<file path="config.mk">
export PLATFORM = sky130hd
export DESIGN_NAME = pipe3_core_flat
export DESIGN_NICKNAME = d
export VERILOG_FILES = /design/src/rtl/pipe3_if.sv /design/src/rtl/pipe3_core.sv /design/src/flat_wrapper.sv
export SDC_FILE = /design/constraint.sdc
export NUM_CORES = 1
export LEC_CHECK = 0
export CAP_MARGIN = 25
export CORE_ASPECT_RATIO = 0.9
export CORE_MARGIN = 1.5
export CORE_UTILIZATION = 40
export CTS_CLUSTER_DIAMETER = 40
export CTS_CLUSTER_SIZE = 16
export DETAILED_ROUTE_END_ITERATION = 16
export PLACE_DENSITY = 0.55
export SLEW_MARGIN = 20
export SYNTH_ARGS = -nofsm -noshare
export SYNTH_HDL_FRONTEND = slang
export SYNTH_SLANG_ARGS = --single-unit
</file>
<file path="constraint.sdc">
create_clock -name clk -period 5.5 [get_ports clk]
set_input_delay 1.1 -clock clk [delete_from_list [all_inputs] [get_ports clk]]
set_output_delay 1.1 -clock clk [all_outputs]
set_load 0.005 [all_outputs]
</file>
<file path="src/rtl/pipe3_if.sv">
// Instruction-fetch and write-back bus of the pipe3 core.
// The core drives the master side; instruction memory and observers sit on the slave side.
interface pipe3_if #(
  parameter int DATA_W = 8,
  parameter int NREG   = 8,
  parameter int PC_W   = 8
);
  localparam int REG_AW  = $clog2(NREG);
  localparam int INSTR_W = 3 + 2 * REG_AW;

  logic [PC_W-1:0]    pc_o;
  logic [INSTR_W-1:0] instr_i;
  logic [DATA_W-1:0]  imm_i;
  logic               instr_valid_i;
  logic               wb_en_o;
  logic [REG_AW-1:0]  wb_addr_o;
  logic [DATA_W-1:0]  wb_data_o;
  logic               halted_o;

  modport master (
    output pc_o, wb_en_o, wb_addr_o, wb_data_o, halted_o,
    input  instr_i, imm_i, instr_valid_i
  );

  modport slave (
    input  pc_o, wb_en_o, wb_addr_o, wb_data_o, halted_o,
    output instr_i, imm_i, instr_valid_i
  );
endinterface

</file>
<file path="src/rtl/pipe3_core.sv">
// Parametrised 3-stage integer pipeline: IF, ID (register read + forwarding), EX/WB.
// JMP resolves in IF; BZ resolves in EX and squashes the two younger slots.
module pipe3_core #(
  parameter int DATA_W = 8,
  parameter int NREG   = 8,
  parameter int PC_W   = 8
) (
  input logic      clk,
  input logic      rst,
  pipe3_if.master  bus
);
  localparam int REG_AW  = $clog2(NREG);
  localparam int INSTR_W = 3 + 2 * REG_AW;

  typedef enum logic [2:0] {
    OP_NOP  = 3'd0,
    OP_MOVI = 3'd1,
    OP_ADDI = 3'd2,
    OP_ADD  = 3'd3,
    OP_SUB  = 3'd4,
    OP_JMP  = 3'd5,
    OP_BZ   = 3'd6,
    OP_HALT = 3'd7
  } op_e;

  typedef struct packed {
    op_e               op;
    logic [REG_AW-1:0] rd;
    logic [REG_AW-1:0] rs;
    logic [DATA_W-1:0] imm;
    logic [PC_W-1:0]   pc;
  } ifid_t;

  typedef struct packed {
    op_e               op;
    logic [REG_AW-1:0] rd;
    logic [DATA_W-1:0] a;    // rd operand
    logic [DATA_W-1:0] b;    // rs operand
    logic [DATA_W-1:0] imm;
    logic [PC_W-1:0]   pc;
  } idex_t;

  logic [PC_W-1:0]   pc, pc_nx;
  logic              fetch_stop, fetch_stop_nx;
  ifid_t             ifid, ifid_nx;
  idex_t             idex, idex_nx;
  logic [DATA_W-1:0] regs [NREG];

  logic              wb_en;
  logic [REG_AW-1:0] wb_addr;
  logic [DATA_W-1:0] wb_data;
  logic              halted;

  op_e               f_op;
  logic [REG_AW-1:0] f_rd, f_rs;
  logic [DATA_W-1:0] ex_result;
  logic              ex_wr;
  logic              bz_taken;
  logic [PC_W-1:0]   bz_target, jmp_target;
  logic [DATA_W-1:0] id_a, id_b;

  assign f_op = op_e'(bus.instr_i[INSTR_W-1 -: 3]);
  assign f_rd = bus.instr_i[2*REG_AW-1 -: REG_AW];
  assign f_rs = bus.instr_i[REG_AW-1:0];

  // Signed size casts sign-extend the immediate when PC_W > DATA_W and truncate otherwise.
  assign jmp_target = pc + PC_W'($signed(bus.imm_i));
  assign bz_target  = idex.pc + PC_W'($signed(idex.imm));
  assign bz_taken   = (idex.op == OP_BZ) && (idex.b == '0);

  // NOTE: every always_comb output gets a default first, so no path can infer a latch.
  always_comb begin
    ex_result = idex.a;
    ex_wr     = 1'b0;
    case (idex.op)
      OP_MOVI: begin ex_result = idex.imm;          ex_wr = 1'b1; end
      OP_ADDI: begin ex_result = idex.a + idex.imm; ex_wr = 1'b1; end
      OP_ADD:  begin ex_result = idex.a + idex.b;   ex_wr = 1'b1; end
      OP_SUB:  begin ex_result = idex.a - idex.b;   ex_wr = 1'b1; end
      default: ;
    endcase
  end

  // Operands bypass the register file when EX is writing the same register this cycle.
  assign id_a = (ex_wr && idex.rd == ifid.rd) ? ex_result : regs[ifid.rd];
  assign id_b = (ex_wr && idex.rd == ifid.rs) ? ex_result : regs[ifid.rs];

  always_comb begin
    pc_nx         = pc;
    ifid_nx       = '0;
    fetch_stop_nx = fetch_stop;
    if (bz_taken) begin
      pc_nx         = bz_target;
      fetch_stop_nx = 1'b0;
    end else if (fetch_stop || !bus.instr_valid_i) begin
      pc_nx = pc;
    end else if (f_op == OP_JMP) begin
      pc_nx = jmp_target;
    end else if (f_op == OP_HALT) begin
      ifid_nx.op    = OP_HALT;
      fetch_stop_nx = 1'b1;
    end else begin
      ifid_nx = '{op: f_op, rd: f_rd, rs: f_rs, imm: bus.imm_i, pc: pc};
      pc_nx   = pc + PC_W'(1);
    end
  end

  always_comb begin
    idex_nx = '0;
    if (!bz_taken)
      idex_nx = '{op: ifid.op, rd: ifid.rd, a: id_a, b: id_b, imm: ifid.imm, pc: ifid.pc};
  end

  // NOTE: sequential state uses non-blocking assignments so every flop samples pre-edge values.
  always_ff @(posedge clk or posedge rst) begin
    if (rst) begin
      pc         <= '0;
      fetch_stop <= 1'b0;
      ifid       <= '0;
      idex       <= '0;
      wb_en      <= 1'b0;
      wb_addr    <= '0;
      wb_data    <= '0;
      halted     <= 1'b0;
    end else begin
      pc         <= pc_nx;
      fetch_stop <= fetch_stop_nx;
      ifid       <= ifid_nx;
      idex       <= idex_nx;
      wb_en      <= ex_wr;
      if (ex_wr) begin
        wb_addr <= idex.rd;
        wb_data <= ex_result;
      end
      if (idex.op == OP_HALT)
        halted <= 1'b1;
    end
  end

  // NOTE: the register file must read as zero after reset, so it is built from resettable flops rather than a RAM.
  always_ff @(posedge clk or posedge rst) begin
    if (rst) begin
      for (int i = 0; i < NREG; i++)
        regs[i] <= '0;
    end else if (ex_wr) begin
      regs[idex.rd] <= ex_result;
    end
  end

  assign bus.pc_o      = pc;
  assign bus.wb_en_o   = wb_en;
  assign bus.wb_addr_o = wb_addr;
  assign bus.wb_data_o = wb_data;
  assign bus.halted_o  = halted;
endmodule

</file>
<file path="src/flat_wrapper.sv">
// flat-port wrapper written by rule: the top's interface ports become plain ports
module pipe3_core_flat 
#(
  parameter int DATA_W = 8,
  parameter int NREG   = 8,
  parameter int PC_W   = 8
)
  (clk, rst, bus_pc_o, bus_wb_en_o, bus_wb_addr_o, bus_wb_data_o, bus_halted_o, bus_instr_i, bus_imm_i, bus_instr_valid_i);
  pipe3_if #(.DATA_W(DATA_W), .NREG(NREG), .PC_W(PC_W)) bus_i ();
  input logic clk;
  input logic rst;
  output wire logic [$bits(bus_i.pc_o)-1:0] bus_pc_o;
  output wire logic [$bits(bus_i.wb_en_o)-1:0] bus_wb_en_o;
  output wire logic [$bits(bus_i.wb_addr_o)-1:0] bus_wb_addr_o;
  output wire logic [$bits(bus_i.wb_data_o)-1:0] bus_wb_data_o;
  output wire logic [$bits(bus_i.halted_o)-1:0] bus_halted_o;
  input wire logic [$bits(bus_i.instr_i)-1:0] bus_instr_i;
  input wire logic [$bits(bus_i.imm_i)-1:0] bus_imm_i;
  input wire logic [$bits(bus_i.instr_valid_i)-1:0] bus_instr_valid_i;
  assign bus_pc_o = bus_i.pc_o;
  assign bus_wb_en_o = bus_i.wb_en_o;
  assign bus_wb_addr_o = bus_i.wb_addr_o;
  assign bus_wb_data_o = bus_i.wb_data_o;
  assign bus_halted_o = bus_i.halted_o;
  assign bus_i.instr_i = bus_instr_i;
  assign bus_i.imm_i = bus_imm_i;
  assign bus_i.instr_valid_i = bus_instr_valid_i;
  pipe3_core #(.DATA_W(DATA_W), .NREG(NREG), .PC_W(PC_W)) u_core (.clk(clk), .rst(rst), .bus(bus_i));
endmodule
</file>
Word-level counts from Yosys, hierarchy flattened
Cells that the tools add are included.

Flip-flop bits (word level): 149. Word-level logic and storage cells: 89.

Add/sub/neg operators: 6. $lt $le $gt $ge: 4. Eq/ne operators: 13. Multiplexer cells: 27. Bitwise gates (word level): 3. Reduce and logical (&&, ||, !) cells: 11.

Operator list (count): 2-to-1 mux 8 bit (11); 2-to-1 mux 25 bit (3); bitwise mux 64 bit (1); binary-select mux 8 bit (select 3 bit) (2); 2-to-1 mux 38 bit (1); adder 8 bit (4); one-hot mux 8 bit (4 select lines) (1); demux 8 bit (select 3 bit) (1); 2-to-1 mux 22 bit (1); equality test 3 bit (second input constant) (5); greater-or-equal comparator 4 bit (second input constant) (3); inverter 3 -> 4 bit (3); adder 8 x 1 -> 8 bit (second input constant) (1); zero test 8 bit (1); subtractor 8 bit (1); equality test 3 x 2 -> 1 bit (second input constant) (2); equality test 3 bit (2); 2-to-1 mux 1 bit (5); logical AND 1 bit (4); < comparator 4 x 1 -> 1 bit (second input constant) (1); != test 2 x 1 -> 1 bit (second input constant) (2); OR reduction 4 bit (1); equality test 3 x 1 -> 1 bit (second input constant) (1); 2-to-1 mux 3 bit (1); 6 further kinds (6).

Logic depth before layout (Yosys ltp)
Gate-level depths: netlist of the first run.

Depth in word-level cells: 6. Depth in mapped cells: 16.

Worst setup path after synthesis of the first run
Ideal clock, no wire load.

Kind: input to register. Start point: in bus_instr_i[8]. End point: reg u_core.pc[7] (netlist: u_core.bus.pc_o[7]). Library setup time: 0.134 ns. Arrival time: 3.002 ns. Required time: 5.366 ns. Path slack: 2.364 ns. Stages on the path: 13. Buffers on the path: 1. Cells stage by stage: nand2_1 nor2_1 clkbuf_1 nand2_1 inv_1 ha_1 a21o_1 a211oi_1 o21ai_0 and4_1 nor3_1 xnor2_1 mux2i_1.

Word-level cells in the longest chain between the ends: 4. Elaborated cells between the ends (all ways): 7. Classes of those cells: eq/ne (3); mux (3); reduce/logical (1).

RTL lines: start: declaration (line flat_wrapper.sv:17) `input wire logic [$bits(bus_i.instr_i)-1:0] bus_instr_i;`; equality test 3 bit (line pipe3_core.sv:97) `end else if (f_op == OP_JMP) begin`; 2-to-1 mux 8 bit (line pipe3_core.sv:97); 2-to-1 mux 8 bit (line pipe3_core.sv:95) `end else if (fetch_stop || !bus.instr_valid_i) begin`; 2-to-1 mux 8 bit (line pipe3_core.sv:92) `if (bz_taken) begin`; end signal: assignment (line pipe3_core.sv:126) `pc <= pc_nx;`; end: declaration (line pipe3_core.sv:43) `logic [PC_W-1:0] pc, pc_nx;`.

Several ways; a longest one is shown, not always the timed one. The select of a mux whose other input is x is not followed. A chain may end at the register's enable or synchronous reset.

Worst setup path after layout of the first run
Start point: reg u_core.idex[36] in the netlist's numbering. End point: reg u_core.regs[55] in the netlist's numbering.

Word-level cells in the longest chain between the ends: 3. Elaborated cells between the ends (all ways): 8. Classes of those cells: eq/ne (4); mux (3); reduce/logical (1).

RTL lines: start: declaration (line pipe3_core.sv:46) `idex_t idex, idex_nx;`; start signal: assignment (line pipe3_core.sv:129) `idex <= idex_nx;`; equality test 3 bit (tied with other cells) (line pipe3_core.sv:75) `case (idex.op)`; one-hot mux 8 bit (4 select lines) / OR reduction 4 bit (equally long branches); bitwise mux 64 bit / 2-to-1 mux 1 bit (equally long branches) (line pipe3_core.sv:146, pipe3_core.sv:75); end signal: indexed assignment (line pipe3_core.sv:146) `regs[idex.rd] <= ex_result;`; end: declaration (line pipe3_core.sv:47) `logic [DATA_W-1:0] regs [NREG];`.

Several ways; a longest one is shown, not always the timed one.

==> results.json, run 1 <==
{
  "max_freq_mhz": 241,
  "wl_per_cell_um": 19.4,
  "grt_use_met1": 0.310,
  "rows": 48,
  "fin_skew_ps": 6.58,
  "reg2regPathDepth": 11,
  "synthArstFlopShare": 1.00,
  "die_area_sq_um": 20700,
  "synth.top_cell.area_share": 0.470,
  "yosys_warnings": 0,
  "hold_end": "u_core.idex[5]",
  "worstSetupPathType": "flop to flop",
  "cts.htree.levels": 4,
  "slew_viol_final": 0,
  "ys_ff_latch": 149,
  "finalNetCount": 825,
  "grt_overflow": 0,
  "cap_violations": 0,
  "grt_pass1_vias": 5807,
  "r2r-start": "u_core.idex[36]",
  "ioPinCount": 41,
  "yosysSeqAreaShare": 0.470,
  "status": "finished, final reports clean",
  "clock_sinks": 149,
  "io_buffer_count": 40,
  "start_kind": "flop",
  "drt_iter0_markers": 421,
  "fin_ws_ps": 1360,
  "setup_viol": 0,
  "r2r_end": "u_core.regs[55]",
  "cp_top_family": "compound AO/OA/AOI/OAI gates",
  "cp_max_fo": 24,
  "fillCellCount": 1764,
  "core_sq_um": 19300,
  "diodes": 0,
  "ff2ff_setup_slack_ps": 1360,
  "crit_path_cell_trace": "and3b_1, nor2_1, a221oi_1, ha_1, o21a_1, o31a_1, o221ai_1, a21oi_1, xor2_1, a32oi_1, mux2_2",
  "cts_max_path_buffers": 2,
  "cts_tree": "yes",
  "hold_buffers": 0,
  "crit_slowest_cell": "dfrtp_1",
  "syn_nets": 797,
  "post_cts_resized": 0,
  "yosys.cell_types.count": 62,
  "fin_crit_sh": 0.753,
  "synth_ff_type": "dfrtp_1",
  "drc": 0,
  "timing.setup.tns_ps": 0,
  "drive_above_1_share": 0.126,
  "crit_required_ps": 5850,
  "cts.clk_slew.worst_paths_ps": 60,
  "dp_slack_ps": 1370,
  "synthTopCellsByArea": "dfrtp_1 (47%), mux4_2 (9.1%), o21ai_0 (5.2%), and2_1 (4.0%), nand2_1 (4.0%)",
  "place_area_sq_um": 8580,
  "gr-usage-met3": 0.0393,
  "cts_setup_buffers": 0,
  "worstHoldPathCells": 1,
  "dpl.cell_count": 1010,
  "grt_use_total": 0.210,
  "worst_slew_pin_slew_ps": 906,
  "avgSynthCellArea_sq_um": 10.6,
  "slowest_delay_ps": 750,
  "avgViaCountPerCell": 5.62,
  "relSlewSlack": 0.396,
  "netlist_area_sq_um": 7930,
  "die-width_um": 151,
  "area_growth_pct": 16.4,
  "grt-busiest-layer": "met2",
  "wl_mm": 20.3,
  "synth_area_leader_cell": "dfrtp_1",
  "synth_edf_count": 0,
  "clk_latency_ps": 420,
  "hp-start": "u_core.ifid[5]",
  "end_kind": "flop",
  "fin_cells": 1042,
  "die-height_um": 137,
  "place_congestion": 0.880,
  "ant_nets": 0,
  "synth_cells": 751,
  "grt_max_degree": 79,
  "finalHoldViolCount": 0,
  "p_per_area_nw_per_um2": 432,
  "vias": 5851,
  "initial_core_util": 0.411,
  "cts_buffers": 17,
  "rsz0062_at_grt": "no",
  "dr.pass1.iters": 5,
  "timing.hold.ws_ps": 446,
  "arrival_ps": 4500,
  "power_leakage_uw": 0.00404,
  "path_buf_inv": 0,
  "hold_class": "flop to flop",
  "cts-root-buf": "clkbuf_16",
  "dp_hpwl_mm": 14.4,
  "antenna_found_initial": 0,
  "design_area_sq_um": 9230,
  "ir_drop_mv": 0.237,
  "grt_first_pass_wirelength_mm": 32.4,
  "fin_crit_ps": 4140,
  "use_met2": 0.317
}
==> how the worst max path moves through the flow <==
stage / end / startpoint / cells after the start
2_1_floorplan: u_core.bus.halted_o / rst / 1
3_3_place_gp: u_core.bus.pc_o[7] / bus_instr_i[6] / 13
6_report: u_core.regs[55] / u_core.idex[36] / 11
3_5_place_dp: u_core.regs[31] / u_core.idex[36] / 11
5_1_grt: u_core.regs[55] / u_core.idex[36] / 11
4_1_cts: u_core.regs[55] / u_core.idex[36] / 11
==> stage by stage <==
stage | util | total power (uW)
5_1_grt | 0.479 | 4210
2_1_floorplan | - | 2300
3_3_place_gp | 0.444 | 2670
4_1_cts | 0.479 | 4000
6_report | 0.479 | 3980
3_5_place_dp | 0.445 | 2720
==> layout make-up <==
cell class,instances,area (sq um),area share
repair buffers,53,505,0.0548
well taps,250,313,0.0339
multi-input cells,536,3950,0.428
flip-flops and latches,149,3730,0.404
clock inverters,13,195,0.0211
clock buffers,19,453,0.0491
inverters,22,87.6,0.00949
==> sequential cells by signal, indices dropped and copies added (netlist names) <==
register	cells
u_core.ifid	25
u_core.idex	38
u_core.bus.halted_o	1
u_core.bus.wb_en_o	1
u_core.bus.wb_addr_o	3
u_core.regs	64
u_core.bus.pc_o	8
u_core.bus.wb_data_o	8
u_core.fetch_stop	1
==> placed cells by master (no fill, tap or decap), types with 3 or more instances in the layout <==
master           count
nand3b_1             4
a31oi_1              3
xnor2_1              8
nand2_1             84
ha_1                23
buf_4               11
xor2_1              16
o21a_1               7
clkdlybuf4s50_1     40
nand3_1              4
nor2b_1             10
dfrtp_1            149
a21o_1               5
nand4_1              4
mux2i_1             19
and3_1               4
a221oi_1            15
fa_1                 3
nor2_1              46
inv_6                4
clkbuf_16           17
inv_1               21
o21bai_1             3
mux2_2              11
nor3_1              13
o22ai_1              3
o21ai_0             82
nand2b_1             7
a21oi_1             27
and2_1              51
mux4_2              32
or3_1                5
bufinv_16            4
a211oi_1             4
o31a_1               4
==> synth_stat cells (3+ instances only) <==
library cell and count:
dfrtp_1 149, nor2_1 46, a211oi_1 4, xnor2_1 9, and2_1 51, clkbuf_1 31, o21a_1 7, o21bai_1 3
and3_1 4, or3_1 5, nand2b_1 7, mux2i_1 19, nand2_1 84, nand3_1 4, a21oi_1 27, nor2b_1 10
xor2_1 16, o22ai_1 3, mux4_2 32, inv_1 22, mux2_2 11, nor3_1 14, a221oi_1 15, nand3b_1 4
ha_1 23, o31a_1 4, buf_2 8, o21ai_0 82, buf_1 3, fa_1 3, nand4_1 4, a21o_1 5
a31oi_1 3
==> cells by family after synthesis <==
logic type | synth area share
buffers and inverters | 0.0339
and+or+nand+nor | 0.156
xor gates and xnor gates | 0.0276
AOI/OAI and AO/OA | 0.138
DFF | 0.470
adders and majority gates | 0.0438
muxes | 0.130
==> layer usage <==
layer | wire length (um) | vias up | part of all wire
met5 | 0 | - | 0
met1 | 9760 | 2944 | 0.48
met2 | 9330 | 153 | 0.46
li1 | - | 2734 | -
met4 | 218 | 0 | 0.011
met3 | 946 | 20 | 0.047
==> where the power goes <==
part | switching (uW) | total (uW) | leakage, uW | internal (uW)
clock network | 472 | 1260 | 0.000312 | 792
logic | 568 | 1160 | 0.00175 | 589
registers | 225 | 1560 | 0.00198 | 1340
total | 1260 | 3980 | 0.00404 | 2720
No activity file was read; power rests on OpenSTA's default activity.
==> inputs of run 2 (changes only) <==
==> constraint.sdc (replaced) <==
create_clock -name clk -period 4.2 [get_ports clk]
set_input_delay 0.84 -clock clk [delete_from_list [all_inputs] [get_ports clk]]
set_output_delay 0.84 -clock clk [all_outputs]
set_load 0.005 [all_outputs]
==> results.json, run 2 (synthesized netlist as in run 1, its figures left out) <==
{
  "hp-start": "u_core.ifid[0]",
  "p_comb_frac": 0.294,
  "worst_slew_pin_slew_ps": 870,
  "end_kind": "flop",
  "reg2regPathDepth": 12,
  "dp_slack_ps": 160,
  "cap_violations": 0,
  "ioPinCount": 41,
  "mostFrequentLayoutCell": "dfrtp_1",
  "setup_viol": 0,
  "timing.setup.tns_ps": 0,
  "fin_crit_sh": 0.934,
  "initial_core_util": 0.411,
  "reg.largest.list": "u_core.regs: 64 flops, u_core.idex: 38 flops, u_core.ifid: 25 flops",
  "clk_latency_ps": 420,
  "multi_input_area_sq_um": 3940,
  "finalHoldViolCount": 0,
  "io_buffer_count": 40,
  "top_register": "u_core.regs",
  "area_growth_pct": 17.1,
  "grt_first_pass_wirelength_mm": 32.6,
  "dp_hpwl_mm": 14.5,
  "drive_above_1_share": 0.133,
  "place_congestion": 0.915,
  "die_area_sq_um": 20700,
  "switching_share": 0.317,
  "grt_pass1_vias": 5911,
  "clock_sinks": 149,
  "fin_skew_ps": 18.6,
  "finalNetCount": 833,
  "intPower_uw": 3590,
  "rsz0062_at_grt": "no",
  "arrival_ps": 4190,
  "p_per_area_nw_per_um2": 566,
  "ir_drop_mv": 0.323,
  "avgViaCountPerCell": 5.69,
  "r2r_end": "u_core.regs[30]",
  "p_seq_frac": 0.387,
  "r2r-start": "u_core.idex[37]",
  "relSlewSlack": 0.415,
  "dr.pass1.iters": 7,
  "wl_per_cell_um": 19.6,
  "hold_class": "flop to flop",
  "ant_nets": 0,
  "grt_use_total": 0.212,
  "start_kind": "flop",
  "wl_mm": 20.6,
  "power_leakage_uw": 0.00407,
  "slowest_delay_ps": 670,
  "cts_max_path_buffers": 2,
  "grt_max_degree": 80,
  "cp_top_family": "compound AO/OA/AOI/OAI gates",
  "cp_max_fo": 18,
  "core_sq_um": 19300,
  "fin_ws_ps": 276,
  "antenna_found_initial": 0,
  "path_buf_inv": 0,
  "clock_power_share": 0.319,
  "ff2ff_setup_slack_ps": 280,
  "die-width_um": 151,
  "cts.htree.levels": 4,
  "final_cell_mix": "dfrtp_1 (149), nand2_1 (84), o21ai_0 (82)",
  "cts-root-buf": "clkbuf_16",
  "worstSetupPathType": "flop to flop",
  "crit_path_cell_trace": "and3b_2, nor2_1, o21ai_0, ha_1, fa_1, nor2b_1, o31a_1, o21ai_1, nor2b_1, xnor2_1, a221oi_2, o21ai_0",
  "cts_buffers": 17,
  "hold_end": "u_core.idex[0]",
  "die-height_um": 137,
  "fin_crit_ps": 3920,
  "crit_required_ps": 4460,
  "max_freq_mhz": 255,
  "crit_slowest_cell": "dfrtp_1",
  "worstHoldPathCells": 1,
  "cts_setup_buffers": 0,
  "grt_overflow": 0,
  "status": "finished, final reports clean",
  "crit_path_start": "u_core.idex[37]",
  "vias": 5974,
  "cts_tree": "yes",
  "seq_area_sq_um": 3730,
  "drc": 0,
  "cts.clk_slew.worst_paths_ps": 60,
  "fillCellCount": 1704,
  "diodes": 0,
  "largest_reg_flops": 64,
  "p_switching_uw": 1670,
  "rows": 48,
  "drt_iter0_markers": 368,
  "slew_viol_final": 0
}
-- run 2: changes by cell type in the layout (fill, tap and decap cells not counted), sizes merged --
cell | previous run | this run
clkinvlp | 2 | 5
buf | 13 | 21
inv | 26 | 25
clkinv | 3 | 0
bufinv | 4 | 5
-- run 2: layer usage --
layer / part of all wire / track usage / vias up / wire length [um]
met5: 0 / 0 / - / 0
met4: 0.0088 / 0.0539 / 0 / 181
met3: 0.058 / 0.0543 / 17 / 1190
met2: 0.47 / 0.326 / 169 / 9630
met1: 0.47 / 0.300 / 3025 / 9600
li1: - / - / 2763 / -
-- run 2: power by group through the flow --
stage | clock network (uW) | logic, uW | registers (uW)
floorplan | 0 | 1050 | 1960
global placement | 0 | 1480 | 2040
detailed placement | 0 | 1520 | 2060
CTS | 1710 | 1540 | 2030
global route | 1780 | 1700 | 2080
finish | 1680 | 1550 | 2040
-- run 2: worst max-delay path by stage --
stage / endpoint / slack, ps / depth (start not counted)
after floorplan: u_core.regs[14] / 1070 / 15
after global placement: u_core.bus.pc_o[7] / 420 / 14
after detailed placement: u_core.regs[30] / 160 / 11
after CTS: u_core.regs[30] / 140 / 11
after global routing: u_core.regs[54] / 20 / 12
final: u_core.regs[30] / 280 / 12
-- run 2: cell type report --
type	instances	area share
clock buffers	19	0.0466
clock inverters	13	0.0234
well taps	250	0.0337
repair buffers	61	0.0614
multi-input cells	536	0.424
inverters	22	0.00929
flip-flops and latches	149	0.401
-- run 2: what timing repair did --
item	4_1_cts	5_1_grt
hold endpoints to repair	0	0
setup endpoints to repair	0	8
hold buffers	0	0
gates resized for setup	0	1
-- run 2: stage by stage --
stage               instance area [sq um]  hold WS [ps]  power [uW]  utilization  cells
floorplan                            7940           428        3010            -    751
global placement                     8640           431        3520        0.448   1018
detailed placement                   8640           435        3580        0.448   1018
CTS                                  9290           450        5280        0.482   1050
global route                         9290           461        5560        0.482   1050
finish                               9290           447        5260        0.482   1050
-- run 2: worst register-to-register path, delay by kind of cell, from the launching register on --
kind                     cells  cell delay (ps)
AO/OA/AOI/OAI                5             1180
flip-flops                   1              670
AND/OR/NAND/NOR              4             1070
XOR/XNOR                     1              200
adder cells (fa/ha/maj)      2              650
==> inputs of run 3 (changes only) <==
==> constraint.sdc (replaced) <==
create_clock -name clk -period 4.91 [get_ports clk]
set_input_delay 0.982 -clock clk [delete_from_list [all_inputs] [get_ports clk]]
set_output_delay 0.982 -clock clk [all_outputs]
set_load 0.005 [all_outputs]
==> results.json, run 3 (synthesized netlist as in run 1, its figures left out) <==
{
  "dp_slack_ps": 723,
  "fin_ws_ps": 724,
  "p_switching_uw": 1390,
  "finalNetCount": 826,
  "mostFrequentLayoutCell": "dfrtp_1",
  "reg.largest.list": "u_core.regs: 64 flops, u_core.idex: 38 flops, u_core.ifid: 25 flops",
  "reg2regPathDepth": 12,
  "ioPinCount": 41,
  "cts_max_path_buffers": 2,
  "hold_class": "flop to flop",
  "diodes": 0,
  "crit_slowest_cell": "dfrtp_1",
  "slew_viol_final": 0,
  "post_cts_resized": 0,
  "end_kind": "flop",
  "io_buffer_count": 40,
  "fin_crit_sh": 0.853,
  "clock_sinks": 149,
  "cts_tree": "yes",
  "core_sq_um": 19300,
  "cts_buffers": 17,
  "dr.pass1.iters": 5,
  "grt_overflow": 0,
  "grt_max_degree": 97,
  "place_congestion": 0.843,
  "vias": 5755,
  "cts.htree.levels": 4,
  "avgViaCountPerCell": 5.52,
  "crit_required_ps": 5180,
  "intPower_uw": 2930,
  "p_per_area_nw_per_um2": 471,
  "finalHoldViolCount": 0,
  "max_freq_mhz": 239,
  "fin_skew_ps": 13.0,
  "setup_viol": 0,
  "p_seq_frac": 0.404,
  "cts-root-buf": "clkbuf_16",
  "grt_pass1_vias": 5803,
  "rsz0062_at_grt": "no",
  "top_register": "u_core.regs",
  "initial_core_util": 0.411,
  "fillCellCount": 1744,
  "cts.clk_slew.worst_paths_ps": 60,
  "start_kind": "flop",
  "worst_slew_pin_slew_ps": 775,
  "cpMostUsedCell": "nor2b_1",
  "hold_buffers": 0,
  "die_area_sq_um": 20700,
  "grt_first_pass_wirelength_mm": 31.8,
  "final_cell_mix": "dfrtp_1 (149), nand2_1 (84), o21ai_0 (82)",
  "ir_drop_mv": 0.245,
  "cts_setup_buffers": 0,
  "die-width_um": 151,
  "crit_path_cell_trace": "nor3b_1, buf_4, nor2_1, a221oi_1, ha_1, nor2b_1, o31a_1, o21ai_1, nor2b_1, xnor2_1, a221oi_2, o21ai_0",
  "dp_hpwl_mm": 14.3,
  "rows": 48,
  "power_leakage_uw": 0.00401,
  "seq_area_sq_um": 3730,
  "clk_latency_ps": 420,
  "worstSetupPathType": "flop to flop",
  "wl_mm": 19.6,
  "ant_nets": 0,
  "cp_max_fo": 18,
  "drt_iter0_markers": 273,
  "p_comb_frac": 0.298,
  "utilization": 0.476,
  "arrival_ps": 4460,
  "die-height_um": 137,
  "wl_per_cell_um": 18.8,
  "slowest_delay_ps": 690,
  "fin_crit_ps": 4190,
  "largest_reg_flops": 64,
  "status": "finished, final reports clean",
  "area_growth_pct": 15.7,
  "grt_use_total": 0.206,
  "relSlewSlack": 0.481,
  "antenna_found_initial": 0,
  "drc": 0,
  "cap_violations": 0,
  "timing.setup.tns_ps": 0,
  "clock_power_share": 0.297,
  "multi_input_area_sq_um": 3940,
  "worstHoldPathCells": 1,
  "switching_share": 0.323,
  "drive_above_1_share": 0.126
}
## run 3: cell types whose count changed in the layout (fill, tap and decap cells not counted)
| cell | delta |
|---|---|
| and3b_1 | +1 |
| and3b_2 | -1 |
| buf_4 | -8 |
| buf_6 | +1 |
| bufinv_16 | -3 |
| clkbuf_1 | -2 |
| clkbuf_8 | +1 |
| clkinv_2 | +3 |
| clkinv_4 | +1 |
| inv_6 | +1 |
| inv_8 | -1 |
## run 3: worst paths after layout
check,startpoint,slack (ps),endpoint
max reg2reg,u_core.idex[37],720,u_core.regs[22]
min reg2reg,u_core.ifid[23],440,u_core.idex[36]
max,u_core.idex[37],720,u_core.regs[22]
min in group asynchronous,rst,910,u_core.bus.wb_data_o[4]
min,u_core.ifid[23],440,u_core.idex[36]
max in group asynchronous,rst,3180,u_core.regs[4]
## run 3: final cells by class
class	instances	share of cell area
Sequential cell	149	0.406
Multi-Input combinational cell	536	0.429
Inverter	22	0.00940
Clock buffer	18	0.0478
Timing Repair Buffer	54	0.0568
Tap cell	250	0.0341
Clock inverter	14	0.0162
## run 3: metrics by stage
| stage | hold WS, ps | power (uW) | std cells | instance area (sq um) |
|---|---|---|---|---|
| 4_1_cts | 448 | 4350 | 1043 | 9180 |
| 3_3_place_gp | 433 | 3000 | 1010 | 8580 |
| 6_report | 444 | 4320 | 1043 | 9180 |
| 3_5_place_dp | 434 | 3050 | 1011 | 8590 |
| 2_1_floorplan | 428 | 2570 | 751 | 7940 |
| 5_1_grt | 459 | 4600 | 1043 | 9180 |
## run 3: power groups by stage
stage	combinational, uW	clock, uW	sequential [uW]
finish	1290	1280	1750
global placement	1260	0	1750
detailed placement	1290	0	1760
CTS	1300	1310	1740
floorplan	896	0	1680
global route	1440	1380	1780
## run 3: routing by layer
metal | wire length [um] | up-vias | GRT usage
met1 | 9440 | 2886 | 0.296
met3 | 633 | 18 | 0.0360
met5 | 0 | - | 0
met4 | 256 | 0 | 0.0561
li1 | - | 2757 | -
met2 | 9250 | 94 | 0.322
## run 3: worst max-delay path: cells and delay by family, from the launching register on
kind	cells	cell delay, ps
AO/OA/AOI/OAI	5	1600
XOR/XNOR	1	150
adder cells (fa/ha/maj)	1	330
buffers and inverters	1	260
flip-flops	1	690
AND/OR/NAND/NOR	4	1010
